--- config.mk ---
export PLATFORM = sky130hd
export DESIGN_NAME = audio_play_ctrl
export DESIGN_NICKNAME = d
export VERILOG_FILES = /design/src/rtl/audio_play_ctrl.sv
export SDC_FILE = /design/constraint.sdc
export NUM_CORES = 1
export LEC_CHECK = 0
export ABC_CLOCK_PERIOD_IN_PS = 2300
export BUFFER_PORTS_ARGS = -buffer_cell sky130_fd_sc_hd__buf_2
export CAP_MARGIN = 20
export CORE_ASPECT_RATIO = 1.4
export CORE_MARGIN = 5
export CORE_UTILIZATION = 35
export CTS_CLUSTER_SIZE = 8
export DETAILED_ROUTE_END_ITERATION = 10
export PLACE_DENSITY_LB_ADDON = 0.08
export SLEW_MARGIN = 10
export SYNTH_ARGS = -nofsm -noshare
export SYNTH_HDL_FRONTEND = slang
export SYNTH_SLANG_ARGS = --single-unit
--- constraint.sdc ---
create_clock -name clk -period 2.3 [get_ports clk]
set_clock_uncertainty 0.05 [all_clocks]
set_input_delay 0.46 -clock clk [delete_from_list [all_inputs] [get_ports clk]]
set_output_delay 0.46 -clock clk [all_outputs]
set_load 0.03 [all_outputs]
--- src/rtl/audio_play_ctrl.sv ---
// audio_play_ctrl: paces sample reads from a shared byte memory into the left/right DAC registers.
// Build macro AUDIO_PLAY_MONO_EN: one read per period, the same sample drives both channels.
module audio_play_ctrl #(
    parameter int CLK_DIV    = 7000,
    parameter int LEFT_BASE  = 0,
    parameter int RIGHT_BASE = 2000,
    parameter int LEN        = 2000
) (
    input  logic        clk,
    input  logic        reset,
    input  logic        start,
    input  logic        stop,
    input  logic        loop,
    output logic        mem_rd,
    output logic [11:0] mem_addr,
    input  logic [7:0]  mem_data,
    output logic [7:0]  left,
    output logic [7:0]  right,
    output logic        busy,
    output logic        done,
    output logic        led
);

    if (CLK_DIV < 4 || CLK_DIV > 8191) begin : g_bad_clk_div
        $error("audio_play_ctrl: CLK_DIV must be in 4..8191");
    end
    if (LEN < 1 || LEN > 2048) begin : g_bad_len
        $error("audio_play_ctrl: LEN must be in 1..2048");
    end
    if (LEFT_BASE < 0 || LEFT_BASE + LEN > 4096) begin : g_bad_left_base
        $error("audio_play_ctrl: LEFT_BASE+LEN exceeds the 12-bit address space");
    end
    if (RIGHT_BASE < 0 || RIGHT_BASE + LEN > 4096) begin : g_bad_right_base
        $error("audio_play_ctrl: RIGHT_BASE+LEN exceeds the 12-bit address space");
    end

    localparam logic [12:0] PRESC_LAST   = 13'(CLK_DIV - 1);
    localparam logic [10:0] LAST_IDX     = 11'(LEN - 1);
    localparam logic [11:0] LEFT_BASE_A  = 12'(LEFT_BASE);
    localparam logic [11:0] RIGHT_BASE_A = 12'(RIGHT_BASE);

    typedef enum logic [2:0] {
        IDLE,
        WAIT,
        RD_L,
        RD_R,
        UPD
    } state_t;

    state_t      state_q;
    state_t      state_d;
    logic [12:0] presc_q;
    logic [10:0] index_q;
    logic        tick;
    logic        last;
`ifndef AUDIO_PLAY_MONO_EN
    logic [7:0]  hold_q;
`endif

    assign tick = (presc_q == PRESC_LAST);
    assign last = (index_q == LAST_IDX);

    // NOTE: clocked state uses non-blocking assignments so every register samples pre-edge values.
    always_ff @(posedge clk) begin
        if (reset) begin
            state_q <= IDLE;
        end else begin
            state_q <= state_d;
        end
    end

    // NOTE: every output of a combinational block gets a default first, so no path infers a latch.
    always_comb begin
        state_d = state_q;
        case (state_q)
            IDLE: if (start && !stop) state_d = WAIT;
            WAIT: if (tick) state_d = RD_L;
`ifdef AUDIO_PLAY_MONO_EN
            RD_L: state_d = UPD;
`else
            RD_L: state_d = RD_R;
`endif
            RD_R: state_d = UPD;
            UPD:  state_d = (last && !loop) ? IDLE : WAIT;
            default: state_d = IDLE;
        endcase
        // Abort overrides every transition, including a start in the same cycle.
        if (state_q != IDLE && stop) state_d = IDLE;
    end

    always_comb begin
        mem_rd   = 1'b0;
        mem_addr = '0;
        busy     = (state_q != IDLE);
        case (state_q)
            RD_L: begin
                mem_rd   = 1'b1;
                mem_addr = LEFT_BASE_A + {1'b0, index_q};
            end
            RD_R: begin
                mem_rd   = 1'b1;
                mem_addr = RIGHT_BASE_A + {1'b0, index_q};
            end
            default: begin
                mem_rd   = 1'b0;
                mem_addr = '0;
            end
        endcase
        led = busy;
    end

    always_ff @(posedge clk) begin
        if (reset) begin
            presc_q <= '0;
            index_q <= '0;
            left    <= '0;
            right   <= '0;
            done    <= 1'b0;
`ifndef AUDIO_PLAY_MONO_EN
            hold_q  <= '0;
`endif
        end else begin
            done <= 1'b0;
            if (state_q == IDLE || stop) begin
                // Index and prescaler restart from zero on the next accepted start.
                presc_q <= '0;
                index_q <= '0;
                if (state_q != IDLE) begin
                    left  <= '0;
                    right <= '0;
                end
            end else begin
                presc_q <= tick ? '0 : presc_q + 13'd1;
`ifndef AUDIO_PLAY_MONO_EN
                if (state_q == RD_R) hold_q <= mem_data;
`endif
                if (state_q == UPD) begin
`ifdef AUDIO_PLAY_MONO_EN
                    left  <= mem_data;
                    right <= mem_data;
`else
                    left  <= hold_q;
                    right <= mem_data;
`endif
                    if (last) begin
                        index_q <= '0;
                        done    <= !loop;
                    end else begin
                        index_q <= index_q + 11'd1;
                    end
                end
            end
        end
    end

endmodule

* Yosys cells after proc, flatten, opt, wreduce, memory -nomap -nowiden
Index checks and enable logic that the tools add are counted.
** Storage, ports and cells
- Register bits after elaboration :: 52
- Bits in latches :: 0
- RAM bits :: 0
- Memory bits (read-only) :: 0
- Input bits :: 13
- Output and inout bits :: 32
- Logic and storage cells :: 51
- Memories :: 0
** Operators by class
- Add/sub/neg operators :: 3
- Multiply operators :: 0
- Div/mod/pow operators :: 0
- Order comparisons :: 0
- Equal/unequal tests :: 9
- Shift operators :: 0
- Multiplexer cells :: 12
- Bitwise operators :: 3
- Reductions and logical operators :: 17
** Operators with widths (count)
- 2-to-1 mux 8 bit :: 5
- case mux 12 bit (2 select lines) :: 1
- case mux 3 bit (5 select lines) :: 1
- adder 13 x 1 -> 13 bit (second input constant) :: 1
- equality test 13 bit (second input constant) :: 1
- adder 11 x 11 -> 12 bit (first input constant) :: 1
- adder 11 x 1 -> 11 bit (second input constant) :: 1
- equality test 11 bit (second input constant) :: 1
- 2-to-1 mux 11 bit :: 1
- equality test 3 x 2 -> 1 bit (second input constant) :: 2
- 2-to-1 mux 3 bit :: 2
- != test 2 bit (second input constant) :: 3
- AND reduction 2 bit :: 3
- OR reduction 2 bit :: 3
- OR reduction 4 bit :: 1
- equality test 3 x 1 -> 1 bit (second input constant) :: 1
- equality test 3 bit (second input constant) :: 1
- logical AND 1 bit :: 3
- logical NOT 3 bit :: 1
- NOT 1 bit :: 3
- nonzero test 3 bit :: 1
- OR reduction 3 bit :: 1
- logical NOT 1 bit :: 2
- 2-to-1 mux 1 bit :: 2
- 2 further kinds :: 2

* Longest topological paths before layout
Gate-level depths: netlist of run 1.
- Depth after elaboration :: 4
- Depth in mapped cells :: 7
- Gate-level depth less buffers :: 6

* Worst setup path after synthesis of run 1
No wires, ideal clock.
- Path type :: reg2out
- Start point :: register index_q[4]
- End point :: output mem_addr[8]
- Arrival time :: 1.483 ns
- Data required time :: 1.790 ns
- Path slack :: 0.307 ns
- Stages on the path, launching flop included :: 6
- Path buffers :: 0
- Cell sequence :: dfxtp_1 > ha_1 > nor2b_1 > nor3b_1 > xnor2_1 > nor2_1
** Between the ends
- Word-level cells in the longest chain between the ends :: 2
** RTL lines
- start: declaration :: line 53 : logic [10:0] index_q;
- start signal: assignment :: line 149 : index_q <= index_q + 11'd1;
- adder 11 x 11 -> 12 bit :: line 102 : mem_addr = RIGHT_BASE_A + {1'b0, index_q};
- case mux 12 bit (2 select lines) :: line 95 : case (state_q)
- end: declaration :: line 15 : output logic [11:0] mem_addr,
No other way between the ends.

* Worst setup path in the final report of run 1
Same ends and word-level chain as after synthesis.

==> metrics.yaml, run 1 <==
syn_area_per_cell_um2: 8.79
worst_slew_margin_rel_pct: 62.4
multi_input_area_um2: 1320
drive_gt1_share_pct: 23.8
arrival_ns: 1.64
coreArea_um2: 6890
maxCapViolCount: 0
cts_root_buf: "clkbuf_8"
rsz0062_at_grt: "no"
netSwitchingFraction_pct: 23.0
start_util_pct: 35.6
tns_ns: 0
num_vias: 1946
area_delta_synth_final_pct: 17.8
layout_commonest_cell: "nor2_1"
synth_edf_count: 0
finalSetupViolations: 0
grt_pass1_vias: 1932
tightest_slew_ns: 0.563
route.detailed.drc: 0
cts_setup_buffers: 0
avgRoutedWirePerCell_um: 12.8
async_flop_share_pct: 0
grt-ovfl-total: 0
drt_pre_antenna_iters: 4
switching_power_mw: 0.375
io_buffers: 44
synth_cell_types: 41
clock_path_buffers: 2
wl_mm: 5.32
p_per_area_nw_per_um2: 566
syn_area_um2: 2450
nets: 335
p_int_mw: 1.26
finalCritPeriodShare_pct: 93.4
ant_nets: 0
synthCells: 279
antenna_found_initial: 1
clk_pin_slew_ns: 0.11
max_freq_mhz: 465
worstPathRequired_ns: 1.79
viasPerCell: 4.70
fin_crit_ns: 2.15
worstSkewPairLatency_ns: 0.31
hp-class: "primary input to flip-flop"
htree_levels: 2
pwr-share-comb_pct: 3.6
drt_iter0_drc: 22
worst_setup_path_end_kind: "output pin"
dieArea_um2: 8800
yosysSeqAreaShare_pct: 42.5
grt_max_degree: 27
fin_ws_ns: 0.151
hpwlAfterDp_mm: 3.85
cts-buffers-inserted: 5
yosysWarnings: 0
n_fill_cell: 711
post-place-ws_ns: 0.348
chipHeight_um: 109
io_pins: 45
grt_pass1_wl_mm: 9.23
cp_max_fo: 6
die_w_um: 80.7
p_seq_share_pct: 55.3
p_clk_share_pct: 41.1
startpoint_type: "flip-flop"
cts.sink_count: 52
num_rows: 36
place.gp.congestion: 0.815
grtUsageTotal_pct: 13.3
drv_slew: 0
outcome: "completed"
cts_tree: "yes"
register_area_um2: 1040
ys_ff_latch: 52
synthesis.nets: 296
leakage_nw: 1.09
layout_common_cells: "nor2_1, dfxtp_1, buf_2"
critical_path_class: "flip-flop to output pin"
hold_violations: 0
yosys_most_used_dff: "dfxtp_1"
antennaDiodeCount: 0
ir_drop_v: 0.000385
r2r_setup_slack_ns: 0.48
-- area by class of cell --
cell class | instances | share of cell area, %
Tap cell | 95 | 4.12
Timing Repair Buffer | 49 | 9.02
Clock buffer | 5 | 2.38
Multi-Input combinational cell | 204 | 45.8
Clock inverter | 3 | 1.73
Sequential cell | 52 | 36.2
Inverter | 6 | 0.780
-- flip-flops by register name, indices dropped and copies added (netlist names) --
signal and count:
done 1, left 8, presc_q 13, index_q 11
right 8, state_q 3, hold_q 8
-- worst max-delay path, stage by stage, from the launching register on --
cell	delay (ns)
dfxtp_2	0.36
ha_1	0.24
nor2b_2	0.17
nor3b_2	0.21
xnor2_1	0.13
nor2_1	0.05
clkbuf_4	0.18
-- cells in the mapped netlist (3+ instances only) --
library cell	n	area share, %
and3_1	3	0.77
nor3b_1	17	5.2
dfxtp_1	52	42
nor4_1	3	0.77
and2_1	4	1.0
ha_1	4	2.0
nand4_1	6	1.5
inv_1	6	0.92
clkbuf_1	9	1.4
a21oi_1	21	4.3
xor2_1	8	2.9
mux2i_1	10	4.1
nand2_1	10	1.5
buf_4	4	1.2
nor2_1	60	9.2
nor3_1	5	1.0
xnor2_1	18	6.4
nand3_1	9	1.8
-- metrics by stage --
| stage | hold slack [ns] | area [um^2] | instances | total power, mW | util [%] |
|---|---|---|---|---|---|
| 2_1_floorplan | 0.379 | 2450 | 279 | 0.962 | - |
| 3_3_place_gp | 0.399 | 2750 | 406 | 0.983 | 39.9 |
| 3_5_place_dp | 0.408 | 2750 | 406 | 0.983 | 39.9 |
| 4_1_cts | 0.334 | 2870 | 414 | 1.66 | 41.6 |
| 5_1_grt | 0.350 | 2890 | 414 | 1.71 | 41.9 |
| 6_report | 0.340 | 2890 | 414 | 1.63 | 41.9 |
-- power groups by stage --
stage | Sequential, mW | Clock (mW) | Combinational [mW]
floorplan | 0.923 | 0 | 0.0392
global placement | 0.924 | 0 | 0.0595
detailed placement | 0.924 | 0 | 0.0590
CTS | 0.903 | 0.698 | 0.0593
global route | 0.904 | 0.738 | 0.0655
finish | 0.903 | 0.672 | 0.0584
-- timing repair --
item / 4_1_cts / 5_1_grt
cloned: 0 / 0
endpoints found under the setup margin: 1 / 6
resized for setup: 1 / 6
hold buffers: 0 / 0
-- layer usage --
metal  up-vias  global-route usage (%)  routed length (um)
met5         -                       0                   7
met4         2                    4.47                  99
met3        10                    3.88                 298
met2        36                    22.3                2540
met1       887                    16.1                2370
li1       1011                       -                   -
-- logic make-up after synthesis --
| logic type | synth area share, % |
|---|---|
| xor+xnor | 9.29 |
| compound gates | 6.84 |
| simple gates | 31.0 |
| mux | 4.08 |
| fa+ha+maj | 2.04 |
| flops | 42.5 |
| buf+inv | 4.24 |
-- final timing paths --
check | startpoint | end | depth (start not counted)
max | index_q[4] | mem_addr[8] | 6
min | mem_data[5] | hold_q[5] | 3
max reg2reg | state_q[2] | right[0] | 5
min reg2reg | presc_q[0] | presc_q[0] | 1
(Power assumes the default switching activity.)
==> run 2, diff against run 1 <==
ABC_CLOCK_PERIOD_IN_PS = 2370   (was 2300)
HOLD_SLACK_MARGIN = 0.02   (was not set)
clock period = 2.37 ns   (was 2.3 ns; I/O delays follow)
==> metrics.yaml, run 2 (same netlist as run 1, synthesis figures left out) <==
drt_iter0_drc: 63
grtUsageTotal_pct: 13.0
viasPerCell: 4.72
antennaDiodeCount: 0
cts.sink_count: 52
layout_commonest_cell: "nor2_1"
worst_hold_slack_ns: 0.358
tns_ns: 0
fin_crit_ns: 2.19
io_pins: 45
ant_nets: 0
largest_reg_flops: 13
n_fill_cell: 720
num_vias: 1958
arrival_ns: 1.67
avgRoutedWirePerCell_um: 12.7
antenna_found_initial: 0
place.gp.congestion: 0.804
die_w_um: 80.7
wl_mm: 5.27
ir_drop_v: 0.000379
clk_pin_slew_ns: 0.10
cp_max_fo: 7
finalCritPeriodShare_pct: 92.4
max_freq_mhz: 456
reg_top3: "presc_q (13), index_q (11)"
layout_common_cells: "nor2_1, dfxtp_1, buf_2"
chipHeight_um: 109
leakage_nw: 1.08
worst_setup_path_end_kind: "output pin"
grt_max_degree: 27
hp-class: "primary input to flip-flop"
start_util_pct: 35.6
dieArea_um2: 8800
p_per_area_nw_per_um2: 515
io_buffers: 44
num_rows: 36
critical_path_class: "flip-flop to output pin"
finalSetupViolations: 0
drive_gt1_share_pct: 23.1
startpoint_type: "flip-flop"
hpwlAfterDp_mm: 3.80
grt-ovfl-total: 0
cts_root_buf: "clkbuf_8"
regMostFlops: "presc_q"
tightest_slew_ns: 0.585
drv_slew: 0
cts_tree: "yes"
drt_pre_antenna_iters: 4
clock_path_buffers: 2
worstPathRequired_ns: 1.85
hold_violations: 0
nets: 336
coreArea_um2: 6890
grt_pass1_vias: 1940
worstSkewPairLatency_ns: 0.31
htree_levels: 2
grt_pass1_wl_mm: 9.08
worst_slew_margin_rel_pct: 61.0
cts_setup_buffers: 0
rsz0062_at_grt: "no"
maxCapViolCount: 0
outcome: "completed"
area_delta_synth_final_pct: 16.8
route.detailed.drc: 0
cts-buffers-inserted: 5
==> run 2: path summary, 6_finish.rpt <==
path	slack, ns	to	start	cells past startpoint
setup / recovery	0.18	mem_addr[8]	index_q[5]	6
hold / removal	0.36	hold_q[5]	mem_data[5]	3
setup reg to reg	0.53	presc_q[5]	presc_q[3]	4
hold reg to reg	0.43	presc_q[0]	presc_q[0]	1
==> run 2: report_power, final <==
group | switching (mW) | leakage [nW] | total [mW] | internal, mW
Sequential | 0.00243 | 0.419 | 0.877 | 0.874
Clock | 0.325 | 0.0463 | 0.543 | 0.218
Combinational | 0.0350 | 0.612 | 0.0560 | 0.0211
==> run 2: layout make-up <==
| cell class | instances | area [um^2] | share of cell area, % |
|---|---|---|---|
| Clock inverter | 3 | 27.5 | 0.961 |
| Inverter | 6 | 22.5 | 0.786 |
| Multi-Input combinational cell | 204 | 1320 | 46.1 |
| Timing Repair Buffer | 50 | 265 | 9.26 |
| Clock buffer | 5 | 68.8 | 2.40 |
| Tap cell | 95 | 119 | 4.15 |
| Sequential cell | 52 | 1040 | 36.3 |
==> run 2: timing repair <==
action                                  in CTS  in global routing
gates resized for setup                      0                  3
hold endpoints to repair                     0                  0
endpoints found under the setup margin       0                  1
hold buffers                                 0                  0
==> run 2: critical path, cell delays in order, from the launching register on <==
cell and delay [ns]:
dfxtp_1 0.39, ha_1 0.25, nor2b_2 0.17, nor3b_2 0.20
xnor2_1 0.08, nor2_1 0.08, buf_2 0.20
==> run 2: metal layers <==
metal / part of all wire [%] / track usage (%) / routed length (um)
met2: 47 / 21.2 / 2500
met3: 4.9 / 3.47 / 257
met4: 1.1 / 3.62 / 56
met1: 47 / 16.8 / 2460
met5: 0 / 0 / 0
==> run 2: through the flow <==
stage / setup slack, ns / power, mW / area [um^2] / utilization [%] / std cells
finish: 0.179 / 1.48 / 2860 / 41.6 / 415
global route: 0.0101 / 1.54 / 2860 / 41.6 / 415
CTS: 0.0599 / 1.50 / 2850 / 41.4 / 415
detailed placement: 0.414 / 0.954 / 2750 / 40.0 / 407
global placement: 0.430 / 0.954 / 2750 / 40.0 / 407
floorplan: 0.363 / 0.933 / 2450 / - / 279
==> run 3, diff against run 2 <==
CELL_PAD_IN_SITES_DETAIL_PLACEMENT = 1   (was not set)
CELL_PAD_IN_SITES_GLOBAL_PLACEMENT = 1   (was not set)
RECOVER_POWER = 25   (was not set)
==> metrics.yaml, run 3 (same netlist as run 1, synthesis figures left out) <==
route.detailed.drc: 0
io_buffers: 44
cp_max_fo: 10
drt_pre_antenna_iters: 3
outcome: "completed"
largest_reg_flops: 13
hold_buffers: 0
num_vias: 1983
leakage_nw: 1.01
cts-buffers-inserted: 5
register_area_um2: 1040
clock_path_buffers: 2
avgRoutedWirePerCell_um: 13.7
viasPerCell: 4.78
wl_mm: 5.68
drt_iter0_drc: 34
slowest_stage: "dfxtp_1"
grt_pass1_wl_mm: 9.75
hpwlAfterDp_mm: 4.26
die_w_um: 80.7
grt_pass1_vias: 2085
hold_depth: 3
grt_max_degree: 27
grtUsageTotal_pct: 14.1
cts_root_buf: "clkbuf_8"
hp-class: "primary input to flip-flop"
finalCritPeriodShare_pct: 92.3
reg_top3: "presc_q (13), index_q (11)"
rsz0062_at_grt: "no"
final_core_util_pct: 41.4
cts.sink_count: 52
ant_nets: 0
worstPathRequired_ns: 1.85
layout_common_cells: "nor2_1, dfxtp_1, buf_2"
max_freq_mhz: 457
worstSkewPairLatency_ns: 0.31
hold_end: "hold_q[4]"
area_delta_synth_final_pct: 16.4
ff2ff_path_depth: 6
drv_slew: 0
nets: 336
startpoint_type: "flip-flop"
regMostFlops: "presc_q"
max_stage_delay_ns: 0.44
maxCapViolCount: 0
tns_ns: 0
n_fill_cell: 851
io_pins: 45
r2r-start: "state_q[0]"
worst_setup_path_end_kind: "output pin"
dp.cells: 407
antennaDiodeCount: 0
coreArea_um2: 6890
cts_tree: "yes"
crit_family: "simple AND/OR/NAND/NOR gates"
r2r-end: "right[0]"
layout_commonest_cell: "nor2_1"
clk_pin_slew_ns: 0.10
place.gp.congestion: 0.808
worst_slew_margin_rel_pct: 49.1
crit_chain: "nor4_2 -> nand2_1 -> xor2_1 -> nor2_1 -> buf_2"
multi_input_area_um2: 1320
grt-ovfl-total: 0
htree_levels: 2
hold_violations: 0
finalSetupViolations: 0
start_util_pct: 35.6
stdcell_count: 415
dieArea_um2: 8800
antenna_found_initial: 0
cp.buffers_inverters: 1
hp-start: "mem_data[4]"
chipHeight_um: 109
r2r_setup_slack_ns: 0.31
arrival_ns: 1.66
p_per_area_nw_per_um2: 545
critical_path_class: "flip-flop to output pin"
tightest_slew_ns: 0.763
drive_gt1_share_pct: 17.2
fin_crit_ns: 2.19
ir_drop_v: 0.000198
num_rows: 36
-- run 3: repair_timing --
| action | CTS | global route |
|---|---|---|
| endpoints found under the hold margin | 0 | 0 |
| resized for setup | 0 | 3 |
| endpoints found under the setup margin | 0 | 1 |
| buffers inserted | 0 | 0 |
-- run 3: tightest hold or removal path, cell delays in order --
cell	delay (ns)
buf_2	0.09
mux2i_1	0.06
nor2_1	0.07
-- run 3: cell type report --
cell class | instances | area share (%)
multi-input cells | 204 | 46.3
flip-flops and latches | 52 | 36.5
repair buffers | 50 | 8.42
well taps | 95 | 4.16
clock buffers | 6 | 2.54
clock inverters | 2 | 1.36
inverters | 6 | 0.789
-- run 3: worst max path at each step --
| stage | from | to | slack (ns) | cells after the start |
|---|---|---|---|---|
| 2_1_floorplan | index_q[4] | mem_addr[8] | 0.36 | 5 |
| 3_3_place_gp | index_q[5] | mem_addr[8] | 0.45 | 6 |
| 3_5_place_dp | index_q[5] | mem_addr[8] | 0.40 | 6 |
| 4_1_cts | index_q[4] | mem_addr[8] | 0.04 | 6 |
| 5_1_grt | index_q[4] | mem_addr[8] | 0.05 | 6 |
| 6_report | index_q[6] | mem_addr[10] | 0.18 | 5 |
-- run 3: layer usage --
| layer | track usage (%) | up-vias | part of all wire [%] |
|---|---|---|---|
| met5 | 0 | - | 0 |
| met4 | 5.07 | 0 | 1.8 |
| met3 | 3.22 | 9 | 3.4 |
| met2 | 24.9 | 32 | 50 |
| met1 | 16.6 | 928 | 45 |
| li1 | - | 1014 | - |
-- run 3: stage by stage --
stage | cell area [um^2] | setup WS, ns | total power, mW | hold WS, ns
finish | 2850 | 0.183 | 1.56 | 0.364
CTS | 2870 | 0.0436 | 1.59 | 0.345
detailed placement | 2750 | 0.403 | 0.955 | 0.409
floorplan | 2450 | 0.363 | 0.933 | 0.379
global route | 2850 | 0.0470 | 1.64 | 0.356
global placement | 2750 | 0.450 | 0.955 | 0.399
-- run 3: where the power goes --
group          switching, mW  internal, mW  total [mW]  leakage [nW]
Sequential           0.00217         0.874       0.876         0.419
Combinational         0.0363        0.0206      0.0569         0.534
Clock                  0.304         0.320       0.623        0.0558
Total                  0.342          1.21        1.56          1.01
